[src/rtl/ram_cycle_seq_pkg.sv]
// Shared types for the DRAM cycle sequencer.
//   state_e : sequencer FSM states
//   owner_e : who owns the current memory cycle
//   *_DEF   : default parameter values used by ram_cycle_seq
package ram_cycle_seq_pkg;

  typedef enum logic [2:0] {
    ST_IDLE,
    ST_ROW,
    ST_COL,
    ST_CAS,
    ST_CBR_CAS,
    ST_CBR_RAS
  } state_e;

  typedef enum logic [1:0] {
    OWN_NONE,
    OWN_VID,
    OWN_CPU,
    OWN_REF
  } owner_e;

  localparam int unsigned ROW_W_DEF       = 10;
  localparam int unsigned REFRESH_DIV_DEF = 64;
  localparam int unsigned PEND_MAX_DEF    = 3;

endpackage

[src/rtl/ram_cycle_seq_strobe_edge.sv]
// Two-flop strobe sampler with edge detection.
//   clk, res : clock, synchronous active-high reset
//   d        : raw strobe from the clock generator
//   level    : strobe after one register stage (s_x)
//   rise     : s_x & ~p_x, one clk wide
//   fall     : ~s_x & p_x, one clk wide
module ram_cycle_seq_strobe_edge (
  input  logic clk,
  input  logic res,
  input  logic d,
  output logic level,
  output logic rise,
  output logic fall
);

  logic s_q, s_d;
  logic p_q, p_d;

  always_comb begin
    s_d = d;
    p_d = s_q;
  end

  always_ff @(posedge clk) begin
    if (res) begin
      s_q <= 1'b0;
      p_q <= 1'b0;
    end else begin
      s_q <= s_d;
      p_q <= p_d;
    end
  end

  assign level = s_q;
  assign rise  = s_q & ~p_q;
  assign fall  = ~s_q & p_q;

endmodule

[src/rtl/ram_cycle_seq.sv]
// DRAM cycle sequencer.
// Turns the clock generator's timing strobes into RAS/CAS/WE sequences with a
// muxed row/column address, arbitrating each 8-clk memory cycle between the
// video port, the CPU port and CAS-before-RAS refresh.
//   clk, res               : clock, synchronous active-high reset
//   time0/addrsel/latch    : cycle start/end, row->col switch, CAS point
//   cycsel                 : slot type at cycle start (1 video, 0 CPU)
//   vid_req/vid_addr/ack   : video fetch port, {row,col} address
//   cpu_req/we/addr/ack    : CPU port, {row,col} address
//   ram_addr, ras_n, cas_n, we_n : DRAM interface (registered)
//   refresh_busy           : high during a refresh cycle
module ram_cycle_seq
  import ram_cycle_seq_pkg::*;
#(
  parameter int unsigned ROW_W       = ROW_W_DEF,
  parameter int unsigned REFRESH_DIV = REFRESH_DIV_DEF,
  parameter int unsigned PEND_MAX    = PEND_MAX_DEF
) (
  input  logic               clk,
  input  logic               res,
  input  logic               time0,
  input  logic               addrsel,
  input  logic               latch,
  input  logic               cycsel,
  input  logic               vid_req,
  input  logic [2*ROW_W-1:0] vid_addr,
  output logic               vid_ack,
  input  logic               cpu_req,
  input  logic               cpu_we,
  input  logic [2*ROW_W-1:0] cpu_addr,
  output logic               cpu_ack,
  output logic [ROW_W-1:0]   ram_addr,
  output logic               ras_n,
  output logic               cas_n,
  output logic               we_n,
  output logic               refresh_busy
);

  localparam int unsigned CNT_W  = (REFRESH_DIV > 1) ? $clog2(REFRESH_DIV) : 1;
  localparam int unsigned PEND_W = $clog2(PEND_MAX + 1);
  localparam logic [CNT_W-1:0]  CNT_LAST  = CNT_W'(REFRESH_DIV - 1);
  localparam logic [PEND_W-1:0] PEND_FULL = PEND_W'(PEND_MAX);

  // Strobe edges
  logic t0_lvl, t0_rise, t0_fall;
  logic as_lvl, as_rise, as_fall;
  logic la_lvl, la_rise, la_fall;
  logic cyc_lvl, cyc_rise, cyc_fall;

  ram_cycle_seq_strobe_edge u_time0 (
    .clk(clk), .res(res), .d(time0), .level(t0_lvl), .rise(t0_rise), .fall(t0_fall)
  );
  ram_cycle_seq_strobe_edge u_addrsel (
    .clk(clk), .res(res), .d(addrsel), .level(as_lvl), .rise(as_rise), .fall(as_fall)
  );
  ram_cycle_seq_strobe_edge u_latch (
    .clk(clk), .res(res), .d(latch), .level(la_lvl), .rise(la_rise), .fall(la_fall)
  );
  // cycsel goes through the same delay as time0 so its level lines up with t0_rise
  ram_cycle_seq_strobe_edge u_cycsel (
    .clk(clk), .res(res), .d(cycsel), .level(cyc_lvl), .rise(cyc_rise), .fall(cyc_fall)
  );

  logic unused_strobes;
  assign unused_strobes = ^{t0_lvl, as_lvl, as_fall, la_lvl, la_fall, cyc_rise, cyc_fall};

  // State
  state_e             state_q, state_d;
  owner_e             owner_q, owner_d;
  logic [ROW_W-1:0]   row_q, row_d;
  logic [ROW_W-1:0]   col_q, col_d;
  logic               wr_q, wr_d;
  logic [CNT_W-1:0]   refcnt_q, refcnt_d;
  logic [PEND_W-1:0]  pend_q, pend_d;
  logic [ROW_W-1:0]   ram_addr_q, ram_addr_d;
  logic               ras_n_q, ras_n_d;
  logic               cas_n_q, cas_n_d;
  logic               we_n_q, we_n_d;
  logic               busy_q, busy_d;
  logic               vid_ack_q, vid_ack_d;
  logic               cpu_ack_q, cpu_ack_d;

  owner_e sel;
  logic   acc_done, ref_done, wrap;

  // State register
  always_ff @(posedge clk) begin
    if (res) begin
      state_q    <= ST_IDLE;
      owner_q    <= OWN_NONE;
      row_q      <= '0;
      col_q      <= '0;
      wr_q       <= 1'b0;
      refcnt_q   <= '0;
      pend_q     <= '0;
      ram_addr_q <= '0;
      ras_n_q    <= 1'b1;
      cas_n_q    <= 1'b1;
      we_n_q     <= 1'b1;
      busy_q     <= 1'b0;
      vid_ack_q  <= 1'b0;
      cpu_ack_q  <= 1'b0;
    end else begin
      state_q    <= state_d;
      owner_q    <= owner_d;
      row_q      <= row_d;
      col_q      <= col_d;
      wr_q       <= wr_d;
      refcnt_q   <= refcnt_d;
      pend_q     <= pend_d;
      ram_addr_q <= ram_addr_d;
      ras_n_q    <= ras_n_d;
      cas_n_q    <= cas_n_d;
      we_n_q     <= we_n_d;
      busy_q     <= busy_d;
      vid_ack_q  <= vid_ack_d;
      cpu_ack_q  <= cpu_ack_d;
    end
  end

  // Next state and owner selection
  always_comb begin
    state_d = state_q;
    owner_d = owner_q;
    row_d   = row_q;
    col_d   = col_q;
    wr_d    = wr_q;

    // A full pending count overrides the CPU; video slots are never stolen
    // from a waiting video request.
    sel = OWN_NONE;
    if (cyc_lvl) begin
      if (vid_req)              sel = OWN_VID;
      else if (pend_q != '0)    sel = OWN_REF;
    end else begin
      if (pend_q == PEND_FULL)  sel = OWN_REF;
      else if (cpu_req)         sel = OWN_CPU;
      else if (pend_q != '0)    sel = OWN_REF;
    end

    case (state_q)
      ST_IDLE: begin
        if (t0_rise) begin
          owner_d = sel;
          case (sel)
            OWN_VID: begin
              state_d = ST_ROW;
              row_d   = vid_addr[2*ROW_W-1:ROW_W];
              col_d   = vid_addr[ROW_W-1:0];
              wr_d    = 1'b0;
            end
            OWN_CPU: begin
              state_d = ST_ROW;
              row_d   = cpu_addr[2*ROW_W-1:ROW_W];
              col_d   = cpu_addr[ROW_W-1:0];
              wr_d    = cpu_we;
            end
            OWN_REF: state_d = ST_CBR_CAS;
            default: state_d = ST_IDLE;
          endcase
        end
      end
      // time0 fall takes priority everywhere: an unfinished cycle is aborted
      ST_ROW:     if (t0_fall) state_d = ST_IDLE; else if (as_rise) state_d = ST_COL;
      ST_COL:     if (t0_fall) state_d = ST_IDLE; else if (la_rise) state_d = ST_CAS;
      ST_CAS:     if (t0_fall) state_d = ST_IDLE;
      ST_CBR_CAS: if (t0_fall) state_d = ST_IDLE; else if (as_rise) state_d = ST_CBR_RAS;
      ST_CBR_RAS: if (t0_fall) state_d = ST_IDLE;
      default:    state_d = ST_IDLE;
    endcase

    if (state_d == ST_IDLE) owner_d = OWN_NONE;
  end

  // Refresh counter and pending count
  always_comb begin
    acc_done = (state_q == ST_CAS) && t0_fall;
    ref_done = (state_q == ST_CBR_RAS) && t0_fall;
    wrap     = t0_rise && (refcnt_q == CNT_LAST);

    refcnt_d = refcnt_q;
    if (t0_rise) refcnt_d = wrap ? '0 : refcnt_q + 1'b1;

    pend_d = pend_q;
    if (wrap && !ref_done) begin
      if (pend_q != PEND_FULL) pend_d = pend_q + 1'b1;
    end else if (ref_done && !wrap) begin
      pend_d = pend_q - 1'b1;
    end
  end

  // Registered outputs, decoded from the state being entered
  always_comb begin
    ras_n_d    = 1'b1;
    cas_n_d    = 1'b1;
    we_n_d     = 1'b1;
    busy_d     = 1'b0;
    ram_addr_d = ram_addr_q;
    vid_ack_d  = acc_done && (owner_q == OWN_VID);
    cpu_ack_d  = acc_done && (owner_q == OWN_CPU);

    case (state_d)
      ST_ROW: begin
        ras_n_d    = 1'b0;
        ram_addr_d = row_d;
      end
      ST_COL: begin
        ras_n_d    = 1'b0;
        ram_addr_d = col_d;
        we_n_d     = (owner_d == OWN_CPU) ? ~wr_d : 1'b1;
      end
      ST_CAS: begin
        ras_n_d    = 1'b0;
        cas_n_d    = 1'b0;
        ram_addr_d = col_d;
        we_n_d     = (owner_d == OWN_CPU) ? ~wr_d : 1'b1;
      end
      ST_CBR_CAS: begin
        cas_n_d = 1'b0;
        busy_d  = 1'b1;
      end
      ST_CBR_RAS: begin
        cas_n_d = 1'b0;
        ras_n_d = 1'b0;
        busy_d  = 1'b1;
      end
      default: ;
    endcase
  end

  assign ram_addr     = ram_addr_q;
  assign ras_n        = ras_n_q;
  assign cas_n        = cas_n_q;
  assign we_n         = we_n_q;
  assign refresh_busy = busy_q;
  assign vid_ack      = vid_ack_q;
  assign cpu_ack      = cpu_ack_q;

endmodule

[config.mk]
export PLATFORM = sky130hd
export DESIGN_NAME = ram_cycle_seq
export DESIGN_NICKNAME = d
export VERILOG_FILES = /design/src/rtl/ram_cycle_seq_pkg.sv /design/src/rtl/ram_cycle_seq_strobe_edge.sv /design/src/rtl/ram_cycle_seq.sv
export SDC_FILE = /design/constraint.sdc
export NUM_CORES = 1
export LEC_CHECK = 0
export CORE_ASPECT_RATIO = 2
export CORE_UTILIZATION = 40
export DETAILED_ROUTE_END_ITERATION = 10
export PLACE_DENSITY = 0.69
export SKIP_CTS_REPAIR_TIMING = 1
export SYNTH_ARGS = -nofsm -noshare
export SYNTH_HDL_FRONTEND = slang
export SYNTH_SLANG_ARGS = --single-unit
export TNS_END_PERCENT = 20
[constraint.sdc]
create_clock -name clk -period 2.59 [get_ports clk]
set_input_delay 0.518 -clock clk [delete_from_list [all_inputs] [get_ports clk]]
set_output_delay 0.518 -clock clk [all_outputs]
set_load 0.1 [all_outputs]
After elaboration in Yosys (flattened, before gate mapping)
Cells that the tools add are included.
{ "classes": {"mux": 35, "div_mod_pow": 0, "n_reduce_logical": 22, "n_mul": 0, "add_sub_neg": 3, "order_cmp": 0, "shift": 0, "bitwise": 11, "n_eq_ne": 20} }
{ "op_table": {"columns": ["cell", "count"], "rows": [
  ["10-bit case mux with 2 select lines", 3],
  ["10-bit 2-to-1 mux", 4],
  ["3-bit 2-to-1 mux", 8],
  ["2-bit 2-to-1 mux", 11],
  ["3-bit case mux with 5 select lines", 1],
  ["3-bit by 2-bit == test with 1-bit output, second input constant", 4],
  ["3-bit == test, second input constant", 4],
  ["2-bit == test, second input constant", 5],
  ["2-bit OR reduction", 4],
  ["1-bit logical AND", 7],
  ["1-bit inverter", 7],
  ["6-bit by 1-bit adder with 6-bit output, second input constant", 1],
  ["3-bit by 1-bit == test with 1-bit output, second input constant", 2],
  ["6-bit == test, second input constant", 1],
  ["3-bit zero test", 2],
  ["6-bit 2-to-1 mux", 1],
  ["3-bit case mux with 2 select lines", 1],
  ["2-bit nonzero test", 3],
  ["3-bit OR reduction", 2],
  ["1-bit 2-to-1 mux", 5],
  ["1-bit bitwise AND", 4],
  ["2-bit by 1-bit == test with 1-bit output, second input constant", 2],
  ["4-bit OR reduction", 1],
  ["2-bit by 1-bit adder with 2-bit output, second input constant", 1],
  ["6 further kinds", 7]
]} }
{ "word_totals": {"latchBits": 0, "n_memories": 0, "rom_bits": 0, "mem_bits_rw": 0, "register_bits": 57, "output_inout_bits": 16} }

Depth between registers and ports, before layout
Gate-level depths: netlist (run 1).
{ "logic_depth": {"depth_word": 15, "ltp_mapped": 12, "ltp_nobuf": 10} }

Cells and area by module
Synthesis (run 1) repeated with hierarchy kept, for this count alone.
{ "unflattened": {"cells_unflattened": 257, "area_unflattened_um2": 2691.3} }
{ "by_module_without_submodules": {"columns": ["module", "cells_each", "instances", "seq_area_each_um2", "area_per_inst_um2"], "rows": [
  ["ram_cycle_seq", 233, 1, 1001.0, 2431.1],
  ["ram_cycle_seq_strobe_edge", 6, 4, 40.0, 65.1]
]} }

Worst setup path before layout (run 1)
Ideal clock, no wire load.
{ "synth_path": {"path_type": "input to register", "start": "in cpu_req", "end": "reg ram_addr_q[8], in the netlist ram_addr[8]", "path_slack_ps": -2, "path_buffers": 1, "arrival_ps": 2456, "stages": 11, "cell_sequence": "inv_1 > maj3_1 > o32a_1 > inv_1 > ha_1 > or2_2 > buf_4 > nor2_4 > a211oi_1 > a2111oi_0 > a211oi_1"} }
{ "synth_between": {"elab_chain_len": 11} }
{ "synth_rtl": {"columns": ["item", "line", "text"], "rows": [
  ["from (decl)", "ram_cycle_seq.sv:28", "input logic cpu_req,"],
  ["2-bit 2-to-1 mux (*)", "ram_cycle_seq.sv:137", "else if (cpu_req) sel = OWN_CPU;"],
  ["2-bit 2-to-1 mux (*)", "ram_cycle_seq.sv:136", "if (pend_q == PEND_FULL) sel = OWN_REF;"],
  ["2-bit 2-to-1 mux (*)", "ram_cycle_seq.sv:132", "if (cyc_lvl) begin"],
  ["2-bit == test or 2-bit by 1-bit == test with 1-bit output (tied branches)", "ram_cycle_seq.sv:145", "case (sel)"],
  ["2-bit OR reduction (no line)", null, null],
  ["3-bit case mux with 2 select lines", "ram_cycle_seq.sv:145", null],
  ["3-bit 2-to-1 mux", "ram_cycle_seq.sv:143", "if (t0_rise) begin"],
  ["3-bit case mux with 5 select lines", "ram_cycle_seq.sv:141", "case (state_q)"],
  ["3-bit by 2-bit == test with 1-bit output", "ram_cycle_seq.sv:202", "case (state_d)"],
  ["2-bit OR reduction (no line)", null, null],
  ["10-bit case mux with 2 select lines or 2-bit nonzero test (tied branches)", null, null],
  ["to (signal assigned)", "ram_cycle_seq.sv:111", "ram_addr_q <= ram_addr_d;"],
  ["to (decl)", "ram_cycle_seq.sv:75", "logic [ROW_W-1:0] ram_addr_q, ram_addr_d;"]
]} }
Every way passes the cells marked *; elsewhere a longest branch is shown, timed or not.
A chain may end at the register's enable or synchronous reset.

Worst setup path after layout (run 1)
{ "layout_path": {"start": "reg pend_q[1]", "end": "reg ram_addr_q[3], in the netlist ram_addr[3]"} }
{ "layout_between": {"elab_chain_len": 13} }
{ "layout_rtl": {"columns": ["item", "line", "text"], "rows": [
  ["from (decl)", "ram_cycle_seq.sv:74", "logic [PEND_W-1:0] pend_q, pend_d;"],
  ["from (signal assigned)", "ram_cycle_seq.sv:110", "pend_q <= pend_d;"],
  ["2-bit nonzero test", "ram_cycle_seq.sv:134, ram_cycle_seq.sv:138", null],
  ["2-bit 2-to-1 mux", "ram_cycle_seq.sv:134, ram_cycle_seq.sv:138", null],
  ["2-bit 2-to-1 mux", "ram_cycle_seq.sv:137", null],
  ["2-bit 2-to-1 mux", "ram_cycle_seq.sv:136", null],
  ["2-bit 2-to-1 mux (*)", "ram_cycle_seq.sv:132", null],
  ["2-bit == test or 2-bit by 1-bit == test with 1-bit output (tied branches)", "ram_cycle_seq.sv:145", null],
  ["2-bit OR reduction (no line)", null, null],
  ["3-bit case mux with 2 select lines", "ram_cycle_seq.sv:145", null],
  ["3-bit 2-to-1 mux", "ram_cycle_seq.sv:143", null],
  ["3-bit case mux with 5 select lines", "ram_cycle_seq.sv:141", null],
  ["3-bit by 2-bit == test with 1-bit output", "ram_cycle_seq.sv:202", null],
  ["2-bit OR reduction (no line)", null, null],
  ["10-bit case mux with 2 select lines or 2-bit nonzero test (tied branches)", null, null]
]} }
Marks and branches as above.

==> metrics.csv, run 1 <==
stage,metric,value,unit
status,status,"complete, no violations",
clocking,cts_made_buffers,9,
finish,fin_area,0.004348,mm2
critical_path,max_stage_delay,330,ps
finish,fin_util,0.6515,
sta,setup_viol,0,
global_routing,grt_pass1_vias,2787,
power_and_ir_drop,ir_drop,0.0003485,V
yosys,synthDistinctLibCells,50,
critical_path,required,2790,ps
clocking,tritoncts,done,
detailed_routing,viasPerCell,5.692,
yosys,seq_area_frac_synth,0.4103,
floorplan,die_w,60.97,um
critical_path,cp.arrival,2550,ps
sta,final.setup_skew,5.894,ps
place,place_ws,-721.0,ps
power_and_ir_drop,p_per_area,625.8,mW/mm2
floorplan,row_count,42,
sta,hold_violations,0,
finish,insertedDiodeCount,0,
global_routing,antenna_found_initial,0,
global_routing,overflow,0,
place,placed_area,0.003814,mm2
critical_path,path_class,reg2reg,
place,hpwl,6110,um
yosys,syn_area,0.002781,mm2
power_and_ir_drop,total_power,2.721,mW
sta,whs,452.8,ps
place,gp_congestion,0.9036,
finish,n_fill_cell,560,
critical_path,endpoint_kind,register,
finish,area_delta_synth_final,56.32,%
global_routing,grt_use_total,0.2459,
floorplan,die_h,119.9,um
min_path,hp-class,reg2reg,
detailed_routing,routed_wl,8686,um
detailed_routing,ant_nets,0,
finish,drive_gt1_frac,0.3422,
global_routing,grt_max_degree,31,
floorplan,ios,65,
clocking,root_buffer,clkbuf_16,
global_routing,grt_pass1_wl,12970,um
detailed_routing,drtIter0Drc,188,
yosys,syn_nets,350,
yosys,synth-edff-count,0,
finish,final_common_cell,buf_4,
critical_path,cp_slowest_cell,dfxtp_1,
place,io_buffers,64,
sta,setup_slack,236.5,ps
place,dp_cells,482,
yosys,async_flop_share,0,
sta,rsz0062_at_grt,no,
sta,drv_slew,0,
clocking,clockBufferDepth,2,
detailed_routing,dr_total_vias,2863,
floorplan,coreArea,0.006674,mm2
sta,period_minus_slack,2353,ps
yosys,syn_inst,298,
sta,worst_pin_slew,937.0,ps
yosys,syn_avg_cell_area,9.334,um2
finish,nNetsFinal,462,
sta,post-route-period-util,0.9087,
sta,max_freq,424.9,MHz
detailed_routing,drc,0,
floorplan,fp.dieArea,0.007312,mm2
critical_path,start_kind,register,
critical_path,cp_top_family,compound AO/OA/AOI/OAI gates,
critical_path,critPathBufInv,2,
sta,setup_tns,0,ps
clocking,htreeDepth,3,
detailed_routing,wl_per_cell,17.27,um
finish,finalNonFillerCells,503,
clocking,cts.reportedPaths.clkPinSlew,50,ps
yosys,yosys_warnings,0,
job,cap_violations,0,
critical_path,path_max_fanout,9,
clocking,clkSinkCount,57,
critical_path,crit_chain,maj3_2 -> o32a_1 -> inv_2 -> ha_4 -> or2_4 -> buf_8 -> nor3_2 -> o31ai_2 -> a211oi_2 -> a211oi_1,
power_and_ir_drop,leakagePower,1.630,nW
finish,final_cell_mix,"73 x buf_4, 57 x dfxtp_1, 45 x clkdlybuf4s50_1, 36 x a211oi_1, 22 x a21oi_1",
critical_path,rrSetupSlack,240,ps
detailed_routing,firstDrtPassIters,4,
sta,slew_headroom,0.3753,
clocking,worstSkewPairLatency,330,ps
yosys,synth-main-ff-cell,dfxtp_1,
yosys,ys_seq_elements,57,
floorplan,initial_core_util,0.4168,
## logic make-up (layout without fill, tap and decap cells)
kind of cell | count (synthesis) | after routing | share of synthesized area
simple gates | 77 | 77 | 0.1786
xor+xnor | 3 | 3 | 0.009448
compound gates | 113 | 113 | 0.3063
flops | 57 | 57 | 0.4103
buf+inv | 42 | 159 | 0.07107
fa+ha+maj | 4 | 4 | 0.01710
mux | 2 | 2 | 0.007198
## cells in the mapped netlist, types with 8 or more instances
cell      count  area share
a211oi_1     45        0.12
a21oi_1      23       0.041
a32o_1        9       0.032
a32oi_1      11       0.035
buf_2         8       0.014
clkbuf_1     14       0.019
dfxtp_1      57        0.41
inv_1        15       0.020
nand2_1      11       0.015
nor2_1       13       0.018
nor2b_1       8       0.018
nor3_1       10       0.018
nor3_2        9       0.032
o31ai_1       9       0.024
## layer usage
| layer | up-vias | track usage | part of all wire |
|---|---|---|---|
| met5 | - | 0 | 0 |
| met4 | 0 | 0.1747 | 0.067 |
| met2 | 106 | 0.4210 | 0.54 |
| met3 | 42 | 0.05927 | 0.044 |
| li1 | 1358 | - | - |
| met1 | 1357 | 0.2444 | 0.35 |
## registers in the layout, summed over array words and instances, names as in the netlist, 2 cells and up
signal / count
pend_q: 2
state_q: 3
refcnt_q: 6
col_q: 10
owner_q: 2
row_q: 10
ram_addr: 10
## final cells by class
class                      count  area [um2]  share of cell area
clock buffer                  11       252.7             0.05813
sequential                    57        1141              0.2624
tap                           88       110.1             0.02532
multi-input combinational    199        1595              0.3669
inverter                      15       56.30             0.01295
timing repair buffer         128        1139              0.2619
clock inverter                 5       53.80             0.01237
## final timing paths
check,start,to,cells past startpoint
max,pend_q[1],ram_addr[3],10
min,ram_addr[2],ram_addr[2],2
max reg2reg,pend_q[1],ram_addr[3],10
min reg2reg,ram_addr[2],ram_addr[2],2
## worst reg2reg max path, cell delays in order, from the launching register on
cell	delay (ps)
dfxtp_1	330
maj3_2	310
o32a_1	180
inv_2	80
ha_4	200
or2_4	260
buf_8	160
nor3_2	250
o31ai_2	150
a211oi_2	240
a211oi_1	70
## where the power goes
part	leakage [nW]	switching, mW	internal [mW]	total, mW
Combinational	1.01	0.327	0.258	0.585
Sequential	0.464	0.0228	0.919	0.942
Clock	0.155	0.403	0.791	1.19
Power figures use the tool's default switching activity.
==> run 2: changes to the inputs <==
Settings changed: CORE_ASPECT_RATIO 2 to not set, TNS_END_PERCENT 20 to 5.
==> run 2 against run 1 <==
Fmax decreased by 5.2%. Worst setup slack got worse by 130 ps. Via count decreased by 2.2%. Clock skew increased by 1.8 ps. Die area decreased by 0.29%. Non-clock buffer count decreased by 16. Register-to-register slack improved by 30 ps. Clock power decreased by 21%. Power decreased by 9.3%. Utilization decreased by 2.5 points. Global-route usage decreased by 2.8 points. Critical path depth increased by 2. Critical path type is now in2reg. Highest routed layer unchanged.
==> metrics.csv, run 2 (synthesis gave the netlist of run 1 again) <==
stage,metric,value,unit,change
status,status,"complete, no violations",,
sta,final.setup_skew,7.663,ps,+1.769 ps
critical_path,path_max_fanout,9,,unchanged
detailed_routing,viasPerCell,5.846,,+2.7%
floorplan,row_count,30,,-29%
detailed_routing,drc,0,,unchanged
detailed_routing,firstDrtPassIters,4,,unchanged
place,gp_congestion,0.7759,,-14%
sta,slew_headroom,0.2479,,-0.1274
critical_path,endpoint_kind,register,,
sta,worst_pin_slew,1128,ps,+191.0 ps
sta,setup_viol,0,,unchanged
critical_path,r2r_start,pend_q[1],,
finish,area_delta_synth_final,52.18,%,
floorplan,ios,65,,unchanged
finish,final_common_cell,dfxtp_1,,
place,hpwl,5377,um,-12%
sta,hold_violations,0,,unchanged
clocking,tritoncts,done,,
global_routing,grt_pass1_vias,2600,,-6.7%
detailed_routing,routed_wl,8484,um,-2.3%
detailed_routing,ant_nets,0,,unchanged
power_and_ir_drop,leakagePower,1.521,nW,-6.6%
sta,max_freq,402.6,MHz,-5.2%
critical_path,cp_slowest_cell,clkdlybuf4s50_1,,
clocking,clkSinkCount,57,,unchanged
sta,rsz0062_at_grt,no,,
clocking,clockBufferDepth,2,,unchanged
job,cap_violations,0,,unchanged
global_routing,antenna_found_initial,0,,unchanged
global_routing,grt_use_total,0.2181,,-0.02782
power_and_ir_drop,p_per_area,582.9,mW/mm2,-6.9%
finish,insertedDiodeCount,0,,unchanged
clocking,htreeDepth,3,,unchanged
sta,setup_slack,106.4,ps,-130.1 ps
floorplan,fp.dieArea,0.007291,mm2,-0.29%
global_routing,grt_pass1_wl,12330,um,-4.9%
floorplan,coreArea,0.006756,mm2,+1.2%
clocking,worstSkewPairLatency,340,ps,about the same
critical_path,cp.arrival,2690,ps,+140 ps
min_path,hp-class,reg2reg,,
finish,nNetsFinal,446,,-3.5%
min_path,whs_path_depth,1,,-1
critical_path,max_stage_delay,580,ps,+250 ps
clocking,root_buffer,clkbuf_8,,
min_path,worstHoldStart,owner_q[0],,
global_routing,overflow,0,,unchanged
place,io_buffers,64,,unchanged
floorplan,initial_core_util,0.4117,,-0.005094
critical_path,required,2790,ps,about the same
finish,fin_area,0.004233,mm2,-2.6%
finish,final_cell_mix,"57 x dfxtp_1, 55 x buf_4, 46 x clkdlybuf4s50_1, 29 x a211oi_1, 21 x a21oi_1",,
place,place_ws,-569.9,ps,+151.1 ps
detailed_routing,wl_per_cell,17.71,um,+2.6%
detailed_routing,drtIter0Drc,257,,+37%
finish,drive_gt1_frac,0.3383,,-0.003823
min_path,min_to,cpu_ack,,
power_and_ir_drop,ir_drop,0.0003867,V,+11%
clocking,cts_made_buffers,9,,unchanged
detailed_routing,dr_total_vias,2800,,-2.2%
critical_path,crit_chain,clkdlybuf4s50_1 -> nand2_1 -> o21ai_0 -> o21ai_1 -> ha_4 -> nor2_2 -> buf_6 -> buf_12 -> a21oi_2 -> a211oi_4 -> a2111oi_4 -> a211oi_1,,
place,placed_area,0.003696,mm2,-3.1%
floorplan,die_h,85.39,um,-29%
global_routing,grt_max_degree,32,,+3.2%
floorplan,die_w,85.39,um,+40%
sta,drv_slew,0,,unchanged
critical_path,r2r_end,ram_addr[8],,
critical_path,reg2regPathDepth,10,,unchanged
critical_path,start_kind,primary input,,
clocking,cts.reportedPaths.clkPinSlew,60,ps,about the same
sta,period_minus_slack,2484,ps,+130.1 ps
critical_path,path_class,in2reg,,
sta,post-route-period-util,0.9589,,+0.05025
critical_path,rrSetupSlack,270,ps,+30 ps
==> run 2: worst max-delay path: cells and delay by family <==
kind / cells / cell delay, ps
compound gates: 6 / 880
simple gates: 2 / 110
buf+inv: 3 / 850
fa+ha+maj: 1 / 310
==> run 2: per-stage QoR <==
stage | hold slack, ps | util | instances | total power [mW] | TNS (ps)
detailed placement | 433.2 | 0.5470 | 458 | 1.468 | -11320
global placement | 430.1 | 0.5470 | 458 | 1.459 | -9690
global route | 458.1 | 0.6265 | 479 | 2.547 | 0
floorplan | 410.1 | - | 298 | 1.256 | 0
finish | 439.5 | 0.6265 | 479 | 2.467 | 0
CTS | 442.4 | 0.5800 | 474 | 2.406 | -1841
==> run 2: metal layers <==
metal / routed length (um) / vias to the layer above / GRT usage / share of wire
met5: 0 / - / 0 / 0
met1: 3398 / 1356 / 0.2530 / 0.40
met2: 4437 / 93 / 0.3886 / 0.52
met4: 172 / 0 / 0.07273 / 0.020
met3: 476 / 17 / 0.05934 / 0.056
li1: - / 1334 / - / -
==> run 2: power breakdown <==
group | total [mW] | switching (mW) | leakage [nW] | internal, mW
sequential | 0.943 | 0.0254 | 0.464 | 0.918
combinational | 0.584 | 0.333 | 0.946 | 0.250
clock | 0.941 | 0.345 | 0.111 | 0.596
total | 2.47 | 0.704 | 1.52 | 1.76
==> run 2: how the worst max path moves through the flow <==
stage	startpoint	endpoint	slack, ps	depth (start not counted)
after global routing	vid_req	ram_addr[8]	10	12
after global placement	cpu_req	ram_addr[2]	-520	12
final	vid_req	ram_addr[8]	110	12
after detailed placement	cpu_req	ram_addr[2]	-570	12
after floorplan	cpu_req	ram_addr[8]	20	11
after CTS	cpu_req	ram_addr[2]	-220	12
==> run 2: area by class of cell <==
| class | instances | area [um2] |
|---|---|---|
| clock buffer | 14 | 162.7 |
| tap | 80 | 100.1 |
| timing repair buffer | 112 | 1022 |
| fill | 576 | 2524 |
| sequential | 57 | 1141 |
| inverter | 15 | 56.30 |
| multi-input combinational | 199 | 1690 |
| clock inverter | 2 | 60.06 |
==> run 3: changes to the inputs <==
Settings changed: CTS_BUF_LIST set to sky130_fd_sc_hd__clkbuf_16, CTS_CLUSTER_DIAMETER set to 100.
==> run 3 against run 2 <==
Utilization grew 1.8 points. Register-to-register slack lost 50 ps. Sequential cell count is the same. Critical path depth is the same. Cell count grew 0.63%. Sequential share of layout area shrank 0.76 points. Global-route usage grew 0.21 points. Power grew 11%. Critical endpoint unchanged. Clock-buffer cell count shrank 5. Die area is the same. Routed wire length shrank 0.86%. Highest routed layer unchanged. Non-clock buffer count grew 3.
==> metrics.csv, run 3 (synthesis gave the netlist of run 1 again) <==
stage,metric,value,unit,change
critical_path,r2r_start,pend_q[1],,
floorplan,row_count,30,,unchanged
detailed_routing,viasPerCell,5.840,,about the same
global_routing,grt_pass1_wl,12520,um,+1.6%
global_routing,overflow,0,,unchanged
power_and_ir_drop,total_power,2.736,mW,+11%
sta,period_minus_slack,2540,ps,+56.75 ps
global_routing,grt_use_total,0.2202,,+0.002060
critical_path,startpoint,vid_req,,
power_and_ir_drop,p_per_area,628.1,mW/mm2,+7.8%
finish,nNetsFinal,449,,+0.67%
detailed_routing,ant_nets,0,,unchanged
place,gp_congestion,0.7759,,unchanged
global_routing,antenna_found_initial,0,,unchanged
job,cap_violations,0,,unchanged
clocking,tritoncts,done,,
detailed_routing,drtIter0Drc,169,,-34%
sta,final.setup_skew,4.425,ps,-3.238 ps
clocking,clkSinkCount,57,,unchanged
clocking,cts.reportedPaths.clkPinSlew,50,ps,about the same
critical_path,path_max_fanout,9,,unchanged
global_routing,grt_pass1_vias,2553,,-1.8%
clocking,cts_made_buffers,9,,unchanged
floorplan,fp.dieArea,0.007291,mm2,unchanged
critical_path,path_class,in2reg,,
place,place_ws,-569.9,ps,unchanged
finish,insertedDiodeCount,0,,unchanged
sta,setup_slack,49.64,ps,-56.75 ps
place,dp_cells,458,,unchanged
min_path,hp-class,reg2reg,,
sta,hold_violations,0,,unchanged
sta,post-route-period-util,0.9808,,+0.02191
finish,fin_area,0.004355,mm2,+2.9%
detailed_routing,firstDrtPassIters,4,,unchanged
detailed_routing,dr_total_vias,2815,,+0.54%
clocking,clockBufferDepth,2,,unchanged
sta,max_freq,393.6,MHz,-2.2%
detailed_routing,routed_wl,8411,um,-0.86%
power_and_ir_drop,ir_drop,0.0003843,V,-0.62%
status,status,"complete, no violations",,
floorplan,ios,65,,unchanged
finish,drive_gt1_frac,0.3408,,+0.002450
finish,n_fill_cell,546,,-5.2%
detailed_routing,wl_per_cell,17.45,um,-1.5%
critical_path,endpoint_kind,register,,
detailed_routing,drc,0,,unchanged
floorplan,coreArea,0.006756,mm2,unchanged
clocking,worstSkewPairLatency,320,ps,-20 ps
min_path,worstHoldStart,owner_q[1],,
floorplan,initial_core_util,0.4117,,unchanged
floorplan,die_w,85.39,um,unchanged
sta,setup_viol,0,,unchanged
finish,final_cell_mix,"57 x dfxtp_1, 57 x buf_4, 46 x clkdlybuf4s50_1, 28 x a211oi_1, 21 x a21oi_1",,
place,hpwl,5377,um,unchanged
power_and_ir_drop,leakagePower,1.587,nW,+4.3%
finish,area_delta_synth_final,56.59,%,
global_routing,grt_max_degree,32,,unchanged
critical_path,cp.arrival,2720,ps,+30 ps
sta,worst_pin_slew,1135,ps,+6.953 ps
sta,slew_headroom,0.2433,,-0.004635
place,placed_area,0.003696,mm2,unchanged
floorplan,die_h,85.39,um,unchanged
critical_path,required,2770,ps,-20 ps
clocking,root_buffer,clkbuf_16,,
clocking,htreeDepth,3,,unchanged
place,io_buffers,64,,unchanged
critical_path,start_kind,primary input,,
finish,finalNonFillerCells,482,,+0.63%
sta,drv_slew,0,,unchanged
-- run 3: cell count changes in the layout (fill, tap and decap cells not counted), sizes merged --
cell    delta
clkbuf     -4
inv        +3
buf        +2
clkinv     +2
-- run 3: cell type report --
cell class,count,area (um2),share of cell area
inverters,15,56.30,0.01293
multi-input cells,199,1695,0.3893
well taps,80,100.1,0.02298
repair buffers,115,1059,0.2430
clock buffers,9,225.2,0.05171
flip-flops and latches,57,1141,0.2620
clock inverters,7,78.83,0.01810
-- run 3: worst paths after layout --
path / endpoint / slack (ps) / depth (start not counted)
max: ram_addr[8] / 50 / 12
min: vid_ack / 450 / 1
max reg2reg: ram_addr[8] / 220 / 11
min reg2reg: vid_ack / 450 / 1
-- run 3: stage by stage --
step           setup TNS [ps]  hold WS (ps)  utilization
2_1_floorplan               0         410.1            -
3_3_place_gp            -9690         430.1       0.5470
3_5_place_dp           -11320         433.2       0.5470
4_1_cts                 -2127         447.9       0.5920
5_1_grt                -47.71         460.3       0.6446
6_report                    0         449.5       0.6446
-- run 3: report_power, final --
group | internal, mW | switching, mW | total (mW)
logic | 0.254 | 0.332 | 0.587
registers | 0.920 | 0.0253 | 0.945
clock network | 0.822 | 0.381 | 1.20
total | 2.00 | 0.739 | 2.74
-- run 3: per-layer routing --
| metal | vias up | GRT usage | share of wire |
|---|---|---|---|
| met1 | 1390 | 0.2651 | 0.41 |
| met5 | - | 0 | 0 |
| met3 | 14 | 0.05447 | 0.049 |
| li1 | 1337 | - | - |
| met4 | 0 | 0.05909 | 0.017 |
| met2 | 74 | 0.3915 | 0.52 |
-- run 3: critical path, cell delays in order --
cell             delay (ps)
clkdlybuf4s50_1         570
nand2_1                  60
o21ai_0                  70
o21ai_1                 150
ha_4                    310
nor2_2                   40
buf_6                   140
buf_12                  130
a21oi_2                 210
a211oi_4                 60
a2111oi_4               330
a211oi_1                100
